<file path="config.mk">
export PLATFORM = sky130hd
export DESIGN_NAME = sram_wb_controller
export DESIGN_NICKNAME = d
export VERILOG_FILES = /design/src/rtl/sram_wb_controller.sv
export SDC_FILE = /design/constraint.sdc
export NUM_CORES = 1
export LEC_CHECK = 0
export ABC_AREA = 1
export BUFFER_PORTS_ARGS = -buffer_cell sky130_fd_sc_hd__buf_4
export CAP_MARGIN = 20
export CORE_UTILIZATION = 46
export DETAILED_ROUTE_END_ITERATION = 16
export GPL_TIMING_DRIVEN = 0
export PLACE_DENSITY = 0.88
export RECOVER_POWER = 25
export SLEW_MARGIN = 10
export SYNTH_ARGS = -nofsm -noshare
export SYNTH_HDL_FRONTEND = slang
export SYNTH_SLANG_ARGS = --single-unit
</file>
<file path="constraint.sdc">
create_clock -name i_clk -period 1.8 [get_ports i_clk]
set_input_delay 0.18 -clock i_clk [delete_from_list [all_inputs] [get_ports i_clk]]
set_output_delay 0.18 -clock i_clk [all_outputs]
set_load 0.02 [all_outputs]
</file>
<file path="src/rtl/sram_wb_controller.sv">
// Wishbone pipelined slave driving an external asynchronous 16-bit SRAM.
// Each pin-level access holds address, byte lanes and controls stable for a
// programmable number of clocks. A write then spends one extra hold cycle
// with the data still driven after we_n rises.
//
// Handshake: a request is taken on a clock edge where i_wb_cyc && i_wb_stb
// && !o_wb_stall. o_wb_stall is high whenever the FSM is outside IDLE.
// o_wb_ack is a single-cycle pulse per accepted request. It is withheld when
// i_wb_cyc dropped at any point during the access.
module sram_wb_controller #(
  parameter int AW       = 16,
  parameter int DW       = 16,
  parameter int RDCLOCKS = 2,
  parameter int WRCLOCKS = 2
) (
  input  logic          i_clk,
  input  logic          i_reset,
  input  logic          i_wb_cyc,
  input  logic          i_wb_stb,
  input  logic          i_wb_we,
  input  logic [AW-1:0] i_wb_addr,
  input  logic [DW-1:0] i_wb_data,
  input  logic [1:0]    i_wb_sel,
  output logic          o_wb_stall,
  output logic          o_wb_ack,
  output logic [DW-1:0] o_wb_data,
  output logic          o_ram_ce_n,
  output logic          o_ram_oe_n,
  output logic          o_ram_we_n,
  output logic          o_ram_lb_n,
  output logic          o_ram_ub_n,
  output logic [AW-1:0] o_ram_addr,
  output logic [DW-1:0] o_ram_data,
  output logic          o_ram_drive,
  input  logic [DW-1:0] i_ram_data,
  output logic [1:0]    o_dbg_state
);

  typedef enum logic [1:0] {
    IDLE  = 2'd0,
    READ  = 2'd1,
    WRITE = 2'd2,
    WHOLD = 2'd3
  } state_t;

  localparam logic [3:0] RD_LAST = 4'(RDCLOCKS);
  localparam logic [3:0] WR_LAST = 4'(WRCLOCKS);

  state_t     state;
  logic [3:0] cnt;
  logic       abort;

  // Stall is a direct function of state, so the cycle that carries the ack
  // of a read can already accept the next request.
  assign o_wb_stall  = (state != IDLE);
  assign o_dbg_state = state;

  // Controller FSM: all SRAM pins and the ack are registered here.
  always_ff @(posedge i_clk) begin
    if (i_reset) begin
      state       <= IDLE;
      cnt         <= 4'd0;
      abort       <= 1'b0;
      o_wb_ack    <= 1'b0;
      o_wb_data   <= '0;
      o_ram_ce_n  <= 1'b1;
      o_ram_oe_n  <= 1'b1;
      o_ram_we_n  <= 1'b1;
      o_ram_lb_n  <= 1'b1;
      o_ram_ub_n  <= 1'b1;
      o_ram_addr  <= '0;
      o_ram_data  <= '0;
      o_ram_drive <= 1'b0;
    end else begin
      o_wb_ack <= 1'b0;
      case (state)
        IDLE: begin
          abort       <= 1'b0;
          o_ram_drive <= 1'b0;
          o_ram_ce_n  <= 1'b1;
          o_ram_oe_n  <= 1'b1;
          o_ram_we_n  <= 1'b1;
          o_ram_lb_n  <= 1'b1;
          o_ram_ub_n  <= 1'b1;
          if (i_wb_cyc && i_wb_stb) begin
            // Address, lanes and write data are latched straight onto the pins.
            o_ram_addr <= i_wb_addr;
            o_ram_lb_n <= !i_wb_sel[0];
            o_ram_ub_n <= !i_wb_sel[1];
            o_ram_ce_n <= 1'b0;
            cnt        <= 4'd1;
            if (i_wb_we) begin
              o_ram_data  <= i_wb_data;
              o_ram_we_n  <= 1'b0;
              o_ram_drive <= 1'b1;
              state       <= WRITE;
            end else begin
              o_ram_oe_n <= 1'b0;
              state      <= READ;
            end
          end
        end
        READ: begin
          if (!i_wb_cyc) abort <= 1'b1;
          if (cnt == RD_LAST) begin
            o_wb_data  <= i_ram_data;
            o_ram_ce_n <= 1'b1;
            o_ram_oe_n <= 1'b1;
            o_ram_lb_n <= 1'b1;
            o_ram_ub_n <= 1'b1;
            o_wb_ack   <= i_wb_cyc && !abort;
            state      <= IDLE;
          end else begin
            cnt <= cnt + 4'd1;
          end
        end
        WRITE: begin
          if (!i_wb_cyc) abort <= 1'b1;
          if (cnt == WR_LAST) begin
            // Strobes rise; address, data and drive stay for the hold cycle.
            o_ram_ce_n <= 1'b1;
            o_ram_we_n <= 1'b1;
            o_ram_lb_n <= 1'b1;
            o_ram_ub_n <= 1'b1;
            o_wb_ack   <= i_wb_cyc && !abort;
            state      <= WHOLD;
          end else begin
            cnt <= cnt + 4'd1;
          end
        end
        WHOLD: begin
          o_ram_drive <= 1'b0;
          state       <= IDLE;
        end
        default: state <= IDLE;
      endcase
    end
  end

endmodule

</file>
==> flow_metrics.tcl <==
set metrics [dict create \
    synth_top_cell_by_area "dfxtp_1" \
    yosysSeqAreaShare_pct 50.0 \
    ys_top_cells_by_area "dfxtp_1, nor2_1, nand2_1" \
    synth.distinct_cells 23 \
    max_slew_margin_pct 68.8 \
    rsz0062_at_grt "false" \
    synth_mux_area_share_pct 0 \
    cpPeakStageDelay_ns 0.42 \
    boundaryPins 113 \
    avgSynthCellArea_um2 7.67 \
    grt_pass1_wl_um 10000 \
    yosys_warnings 0 \
    cts_tree "built" \
    final_cell_count_no_fill 520 \
    synth_fa_ha_area_share_pct 3.53 \
    drv_slew 0 \
    n_antenna_cell 0 \
    synth_nets 386 \
    worstRegToRegCells 8 \
    slowest_stage "dfxtp_1" \
    cts_buffers 9 \
    arrival_ns 1.92 \
    dp.cells 505 \
    max-clock-path-buffers 2 \
    timing.final.crit_share_pct 94.9 \
    tightest_slew_ns 0.468 \
    die_w_um 75.5 \
    syn_inst 324 \
    finalInstanceArea_um2 3560 \
    max_cap_viol_count 0 \
    coreArea_um2 5140 \
    final_common_cell "buf_4" \
    port_buffers 111 \
    final_nets 508 \
    postRouteAntennaNets 0 \
    htree_levels 3 \
    cts.sinks 62 \
    grt_overflow 0 \
    yosys.area_share.simple_pct 26.9 \
    cts.repair_timing.setup_buffer_count 0 \
    start_util_pct 48.3 \
    hold_class "in -> reg" \
    start_kind "register" \
    ir_worst_vdd_mv 0.788 \
    grt_pass1_vias 2324 \
    place_congestion 0.750 \
    fill_cells 441 \
    dp_hpwl_um 4630 \
    first_iter_violations 118 \
    setup_viol_count_final 0 \
    drive_above_1_share_pct 26.9 \
    critPathKind "reg -> reg" \
    fmax_ghz 0.585 \
    p_leak_nw 1.62 \
    drcViolationCount 0 \
    final_cell_mix "buf_4, nor2_1, dfxtp_1" \
    netlist_area_um2 2480 \
    die_h_um 75.5 \
    track_usage_pct 23.6 \
    final.setup_skew_ns 0.00750 \
    cp_cell_sequence "inv_1 -> ha_2 -> buf_2 -> nand3_2 -> nand2_2 -> inv_1 -> nand2_1 -> nand3_1" \
    setup_tns_ns 0 \
    path_clk_slew_ns 0.07 \
    synth_top_area_share_pct 50.0 \
    synth_compound_area_share_pct 12.5 \
    crit_fanout 9 \
    dr.pass1.iters 4 \
    finish.utilization_pct 69.3 \
    synth_top_family_by_area "simple AND/OR/NAND/NOR gates" \
    holdPathStages 3 \
    p_per_area_nw_per_um2 1190 \
    antenna_found_initial 0 \
    place_area_um2 3400 \
    vias_per_cell 4.99 \
    end_kind "register" \
    rows 26 \
    vias 2597 \
    clockRootBuffer "clkbuf_8" \
    post_drt_wl_per_cell_um 12.7 \
    clock_latency_ns 0.33 \
    synth-xor-area-share_pct 0 \
    dieArea_um2 5700 \
    routed_wl_um 6630 \
    outcome "finished clean" \
    fin_crit_ns 1.71 \
    crit_required_ns 2.01 \
    cp_common_cell "inv_1" \
    ys_seq_elements 62 \
    syn_to_final_growth_pct 43.4 \
    final_hold_viol_count 0 \
    grt_max_degree 11 \
]
cell type report:
type                            instances  area (um^2)  share of cell area [%]
Sequential cell                        62         1240                    34.9
Multi-Input combinational cell        227         1080                    30.3
Timing Repair Buffer                  111          724                    20.3
Clock buffer                           12          165                    4.64
Buffer                                 16         98.8                    2.78
Clock inverter                          3         90.1                    2.53
Tap cell                               70         87.6                    2.46
Inverter                               19         76.3                    2.14
registers in the layout, summed over array words and instances, names as in the netlist:
register	cells
o_ram_oe_n	1
o_wb_data	16
o_wb_ack	1
abort	1
o_ram_drive	1
o_ram_lb_n	1
o_ram_we_n	1
o_dbg_state	2
o_ram_data	16
o_ram_ub_n	1
o_ram_addr	16
o_ram_ce_n	1
cnt	4
critical path, delay by kind of cell (launching register included):
| family | cells | cell delay [ns] |
|---|---|---|
| fa+ha+maj | 1 | 0.32 |
| buf+inv | 3 | 0.38 |
| flops | 1 | 0.42 |
| simple gates | 4 | 0.47 |
worst paths after layout:
kind,startpoint,endpoint,slack [ns]
hold / removal,i_wb_addr[7],o_ram_addr[7],0.07
hold reg to reg,abort,o_wb_ack,0.44
setup / recovery,o_dbg_state[0],o_ram_lb_n,0.09
setup reg to reg,o_dbg_state[0],o_ram_lb_n,0.09
synth_stat cells:
cell type and instances:
ha_1 7, nand2_1 49, inv_6 1, nand2_2 3
a22oi_1 1, nand2_4 1, nor2_8 1, o211ai_1 1
dfxtp_1 62, inv_1 15, buf_2 9, nand3_1 30
buf_6 1, nor2_1 74, buf_4 1, inv_2 3
a21oi_1 23, o21ai_0 25, nor4_1 1, o21ai_1 10
buf_12 1, clkbuf_1 4, o22ai_1 1
what timing repair did:
action,in CTS,in global routing
gates resized for setup,0,3
hold buffers,0,0
endpoints found under the setup margin,0,24
metal layers:
layer	global-route usage (%)	part of all wire, %	up-vias
met5	0	0	-
met4	12.3	2.2	0
li1	-	-	1290
met2	42.9	50	99
met1	25.0	42	1190
met3	6.48	5.9	18
power by group:
part | switching [mW] | internal (mW)
logic | 0.686 | 0.410
clock network | 0.503 | 1.03
registers | 0.0898 | 1.51
per-stage QoR:
step	hold slack, ns	worst slack [ns]	total power, mW
2_1_floorplan	0.315	0.137	2.30
3_3_place_gp	0.402	0.111	2.69
3_5_place_dp	0.409	0.0504	2.73
4_1_cts	0.0578	0.00622	4.27
5_1_grt	0.0624	0.000145	4.44
6_report	0.0664	0.0917	4.23
cell families (layout without fill, tap and decap cells):
family,after synthesis,count (layout)
simple gates,159,159
flops,62,62
compound gates,61,61
buf+inv,35,161
fa+ha+maj,7,7
Power figures use the tool's default switching activity.
